File: src/rtl/inst_fetch.sv
// inst_fetch: single-slot instruction fetch stage.
//   Holds a fetch PC (r_pc), drives it to instruction memory, and registers the
//   returned word into one output slot (o_valid/o_inst/o_pc) for decode using a
//   valid/ready handshake. Redirects override fetch. Misaligned or out-of-range
//   fetch addresses latch a fault and halt fetching until the next redirect.
// Ports:
//   i_clk, i_rst_n           clock, synchronous active-low reset
//   o_addr_inst, i_inst      instruction memory address / returned word
//   i_redirect_valid/_pc     branch/jump/trap redirect request and target
//   o_valid, i_ready         output slot handshake
//   o_inst, o_pc, o_pc_plus4 fetched word, its address, address + 4
//   o_fault, o_fault_addr    fetch fault flag and faulting PC
//   o_fetch_cnt              count of completed transfers (wraps)
module inst_fetch #(
  parameter logic [31:0] RESET_PC   = 32'h0000_0000,
  parameter int unsigned IMEM_WORDS = 2048
) (
  input  logic        i_clk,
  input  logic        i_rst_n,
  output logic [31:0] o_addr_inst,
  input  logic [31:0] i_inst,
  input  logic        i_redirect_valid,
  input  logic [31:0] i_redirect_pc,
  output logic        o_valid,
  input  logic        i_ready,
  output logic [31:0] o_inst,
  output logic [31:0] o_pc,
  output logic [31:0] o_pc_plus4,
  output logic        o_fault,
  output logic [31:0] o_fault_addr,
  output logic [31:0] o_fetch_cnt
);

  localparam logic [0:0] ST_RUN   = 1'b0;
  localparam logic [0:0] ST_FAULT = 1'b1;

  localparam logic [31:0] IMEM_LIMIT = 32'(IMEM_WORDS);
  localparam logic [31:0] NOP        = 32'h0000_0013;

  logic [0:0]  state;
  logic [31:0] r_pc;
  logic        load;
  logic        xfer;
  logic        fault_cond;

  assign o_addr_inst = r_pc;
  assign o_pc_plus4  = o_pc + 32'd4;

  always_comb begin
    load       = !o_valid || i_ready;
    xfer       = o_valid && i_ready;
    // Word index compared zero-extended so any IMEM_WORDS value is safe.
    fault_cond = (r_pc[1:0] != 2'b00) || ({2'b00, r_pc[31:2]} >= IMEM_LIMIT);
  end

  always_ff @(posedge i_clk) begin
    if (!i_rst_n) begin
      state        <= ST_RUN;
      r_pc         <= RESET_PC;
      o_valid      <= 1'b0;
      o_inst       <= NOP;
      o_pc         <= '0;
      o_fault      <= 1'b0;
      o_fault_addr <= '0;
      o_fetch_cnt  <= '0;
    end else begin
      // A transfer counts even when a redirect or fault empties the slot.
      if (xfer) begin
        o_fetch_cnt <= o_fetch_cnt + 32'd1;
      end

      if (i_redirect_valid) begin
        r_pc    <= i_redirect_pc;
        o_valid <= 1'b0;
        state   <= ST_RUN;
        o_fault <= 1'b0;
      end else if (state == ST_RUN && load) begin
        if (fault_cond) begin
          state        <= ST_FAULT;
          o_fault      <= 1'b1;
          o_fault_addr <= r_pc;
          o_valid      <= 1'b0;
        end else begin
          o_inst  <= i_inst;
          o_pc    <= r_pc;
          o_valid <= 1'b1;
          r_pc    <= r_pc + 32'd4;
        end
      end else if (state == ST_FAULT) begin
        o_valid <= 1'b0;
      end
    end
  end

endmodule

File: config.mk
export PLATFORM = sky130hd
export DESIGN_NAME = inst_fetch
export DESIGN_NICKNAME = d
export VERILOG_FILES = /design/src/rtl/inst_fetch.sv
export SDC_FILE = /design/constraint.sdc
export NUM_CORES = 1
export LEC_CHECK = 0
export CORE_UTILIZATION = 35
export CTS_CLUSTER_DIAMETER = 30
export DETAILED_ROUTE_END_ITERATION = 7
export PLACE_DENSITY = 0.67
export SLEW_MARGIN = 20
export SYNTH_ARGS = -nofsm -noshare
export SYNTH_HDL_FRONTEND = slang
export SYNTH_SLANG_ARGS = --single-unit
File: constraint.sdc
create_clock -name i_clk -period 2.67 [get_ports i_clk]
set_input_delay 0.267 -clock i_clk [delete_from_list [all_inputs] [get_ports i_clk]]
set_output_delay 0.267 -clock i_clk [all_outputs]
set_load 0.01 [all_outputs]
# After elaboration in Yosys (flattened, before gate mapping)
# Cells that the tools add are included.
# totals
elab_cells	35
inputBits	68
reg_bits	162
# op_classes
magnitude_cmp	1
n_reduce_logical	13
muxes	6
n_bitwise	4
n_eq_ne	1
addsub	3
# op_table
op	n
32-bit two-way mux	3
32-bit by 3-bit adder with 32-bit output, second input constant	2
32-bit by 1-bit adder with 32-bit output, second input constant	1
30-bit by 12-bit >= comparator with 1-bit output, second input constant	1
3-bit AND reduction	2
2-bit nonzero test	3
1-bit inverter	4
2-bit AND reduction	2
1-bit two-way mux	3
1-bit logical AND	2
1-bit logical OR	2
2-bit != test, second input constant	1
2-bit OR reduction	1
1-bit logical NOT	1

# Longest topological paths before layout
# Gate-level depths: netlist of the first run.
# logic_depth
depth_word	5
ltp_mapped	7

# Worst setup path before layout of the first run
# Ideal clock, no wire load.
# synth_timing
path_kind	register to output
from	reg o_pc[2]
to	out o_pc_plus4[26]
arrival_time_ns	1.963
n_path_buf	0
setup_slack_ns	0.440
path_stages_with_launch	7
required_time_ns	2.403
path_cell_list	dfxtp_1 -> ha_1 -> inv_1 -> or4_1 -> nor4_1 -> nand2_1 -> xnor2_1
# synth_between
elab_chain_len	1
# synth_rtl
element	line_no	rtl
start: declaration	27	output logic [31:0] o_pc,
start signal: assignment	85	o_pc <= r_pc;
32-bit by 3-bit adder with 32-bit output	47	assign o_pc_plus4 = o_pc + 32'd4;
end: declaration	28	output logic [31:0] o_pc_plus4,
# Every way passes these cells.

# Worst setup path after layout of the first run
# Same ends and word-level chain as after synthesis.

==> flow_summary.ini, run 1 <==
[clock_tree]
htreeDepth = 4
cts_sinks = 162
numCtsBuffers = 17
clk-insertion-delay-late_ps = 420
postCtsHoldBufs = 0
cts_buffer_depth = 2
clk_pin_slew_worst_paths_ps = 60
cts_tree = built
clock-root-buffer = clkbuf_16

[global_route]
first_global_vias = 5768
grt_first_pass_wirelength_um = 30200
track_usage_pct = 19.3
grt_max_degree = 104
grt_overflow = 0
antenna_found_initial = 0

[sta]
tightest_slew_ps = 733
relSlewSlack_pct = 51.0
hold_viol = 0
finalClockSkew_ps = 9.61
worst_slack_ps = 140
fin_crit_sh_pct = 94.7
setup_viol = 0
drv_slew = 0
timing.fmax_ghz = 0.395
period_needed_ps = 2530

[placement]
portBuffers = 261
hpwl_um = 13900
gp_congestion = 0.824
placed_area_mm2 = 0.00967
pre_cts_ws_ps = 36.9

[logic_synthesis]
ys_seq_area_share_pct = 48.5
synth_top_area_share_pct = 48.5
ys_seq_elements = 162
synthTopCellsByArea = dfxtp_1 (49%), mux2i_1 (8.1%), nand3_1 (5.2%)
syn-num-nets = 825
synthDistinctLibCells = 37
synth_top_area_cell = dfxtp_1
ys.flop_type = dfxtp_1
syn_inst = 753
async_flop_share_pct = 0
syn_avg_cell_area_um2 = 8.87
syn_area_mm2 = 0.00668
ys_warn_count = 0
synth-edff-count = 0

[critical_path]
r2r_cells = 5
required_ps = 2400
crit_type = register to output port
cp_data_arrival_time_ps = 2260
crit_path_end = o_pc_plus4[26]
worstSetupStartpointType = register
crit_start = o_pc[2]$_SDFFE_PN0P_
timing.rr.end = o_addr_inst[11]$_SDFFE_PN0P_
cp-end-kind = output port
r2r_start = o_addr_inst[16]$_SDFFE_PN0P_
r2r_setup_slack_ps = 300
cp_max_fo = 3

[drt]
avgViaCountPerCell = 4.89
wl_um = 19000
wl_per_cell_um = 15.0
ant_nets = 0
via_count = 6200
drtIter0Drc = 269
firstDrtPassIters = 4
drcViolationCount = 0

[floorplanning]
die_h_um = 140
die_area_mm2 = 0.0196
row_count = 50
initial_core_util_pct = 35.7
io_pins = 262
core_region_area_mm2 = 0.0187
die_w_um = 140

[power]
powerDensity_mw_per_mm2 = 537
peakVddDrop_v = 0.000403
power_leakage_nw = 4.05

[min_path]
hold_path_class = input pin to register
hold_start = i_rst_n

[finish]
mostFrequentLayoutCell = clkdlybuf4s50_1
nets = 1091
syn2layout_area_growth_pct = 53.7
mostFrequentLayoutCells = clkdlybuf4s50_1 (244), dfxtp_1 (162), nor2_1 (88)
fillers = 1738
drive_above_1_share_pct = 9.01
final_cell_area_mm2 = 0.0103

[run_status]
outcome = finished clean

[flow_run]
max-cap-violations = 0
-- Yosys cell counts (6+ instances only) --
master and n:
xnor2_1 29, and4_1 9, o21ai_0 44, buf_1 8
clkbuf_1 32, a31oi_1 6, or4_1 9, inv_1 9
mux2i_1 54, a21oi_1 11, and3_1 34, a31o_2 11
nand3_1 70, dfxtp_1 162, nor2_1 88, nor4_1 6
nand2_1 87, xor2_1 26, or3_1 7, nand4_1 16
-- worst min-delay path by stage --
stage	to	slack, ps	cells after the start
2_1_floorplan	o_inst[0]$_SDFFE_PN1P_	390	2
6_report	o_fault_addr[10]$_SDFFE_PN0P_	340	3
3_3_place_gp	o_fault_addr[5]$_SDFFE_PN0P_	440	2
3_5_place_dp	o_fault_addr[3]$_SDFFE_PN0P_	450	2
4_1_cts	o_fault_addr[10]$_SDFFE_PN0P_	320	3
5_1_grt	o_fault_addr[10]$_SDFFE_PN0P_	340	3
-- cell families (layout without fill, tap and decap cells) --
kind of cell	after synthesis	in the layout	synth area share, %
multiplexers	54	54	8.09
buffers and inverters	57	336	3.41
AND/OR/NAND/NOR	343	343	25.2
XOR/XNOR	55	55	7.21
flip-flops	162	162	48.5
adder cells (fa/ha/maj)	4	4	0.749
AO/OA/AOI/OAI	78	78	6.84
other	0	1	0
-- through the flow --
stage | std cells | TNS (ps) | util (%) | total power [W] | hold WS [ps]
4_1_cts | 1266 | 0 | 54.9 | 0.00558 | 316
3_3_place_gp | 1234 | 0 | 51.7 | 0.00308 | 444
5_1_grt | 1266 | -7.71 | 54.9 | 0.00573 | 338
2_1_floorplan | 753 | 0 | - | 0.00280 | 392
3_5_place_dp | 1234 | 0 | 51.7 | 0.00308 | 452
6_report | 1267 | 0 | 54.9 | 0.00551 | 343
-- power by group --
group	switching, W	total (W)	internal (W)	leakage (nW)
Combinational	0.000220	0.000489	0.000269	2.44
Clock	0.000963	0.00248	0.00152	0.288
Sequential	0.0000629	0.00254	0.00248	1.31
-- final cells by class --
type | count | area (µm²) | area share (%)
tap | 234 | 293 | 2.85
antenna | 1 | 2.50 | 0.0244
clock inverter | 9 | 129 | 1.25
inverter | 10 | 37.5 | 0.365
sequential | 162 | 3240 | 31.6
timing repair buffer | 294 | 2840 | 27.7
clock buffer | 23 | 468 | 4.56
multi-input combinational | 534 | 3250 | 31.7
-- repair_timing --
| action | CTS | global route |
|---|---|---|
| setup endpoints to repair | 16 | 7 |
| setup buffers | 0 | 0 |
| resized for setup | 23 | 12 |
| gates cloned | 0 | 0 |
| pin swaps | 1 | 2 |
-- sequential cells by signal (all words and copies together) (netlist names) --
signal,flops
o_addr_inst,32
o_fault_addr,32
o_fetch_cnt,32
o_inst,32
o_pc,32
o_valid,1
state,1
-- worst max-delay path: stages, from the launching register on --
cell	delay, ps
dfxtp_1	340
ha_2	180
inv_1	40
or4_4	560
nor4_4	170
nand2_1	110
xnor2_1	150
dlygate4sd2_1	300
-- routing by layer --
layer	GRT usage, %	up-vias	share of wire (%)
met2	31.1	203	45
li1	-	3142	-
met4	5.78	0	1.2
met1	24.1	2838	46
met3	7.11	17	8.6
met5	0	-	0
No activity file was read; power rests on OpenSTA's default activity.
==> inputs of run 2 (changes only) <==
--- a/config.mk
+++ b/config.mk
@@ -7,6 +7,7 @@
 export LEC_CHECK = 0
 export CORE_UTILIZATION = 35
 export CTS_CLUSTER_DIAMETER = 30
+export CTS_CLUSTER_SIZE = 24
 export DETAILED_ROUTE_END_ITERATION = 7
 export PLACE_DENSITY = 0.67
 export SLEW_MARGIN = 20
==> results of run 2 <==
Same layout as run 1: the final DEF is identical, and so are final timing and power.
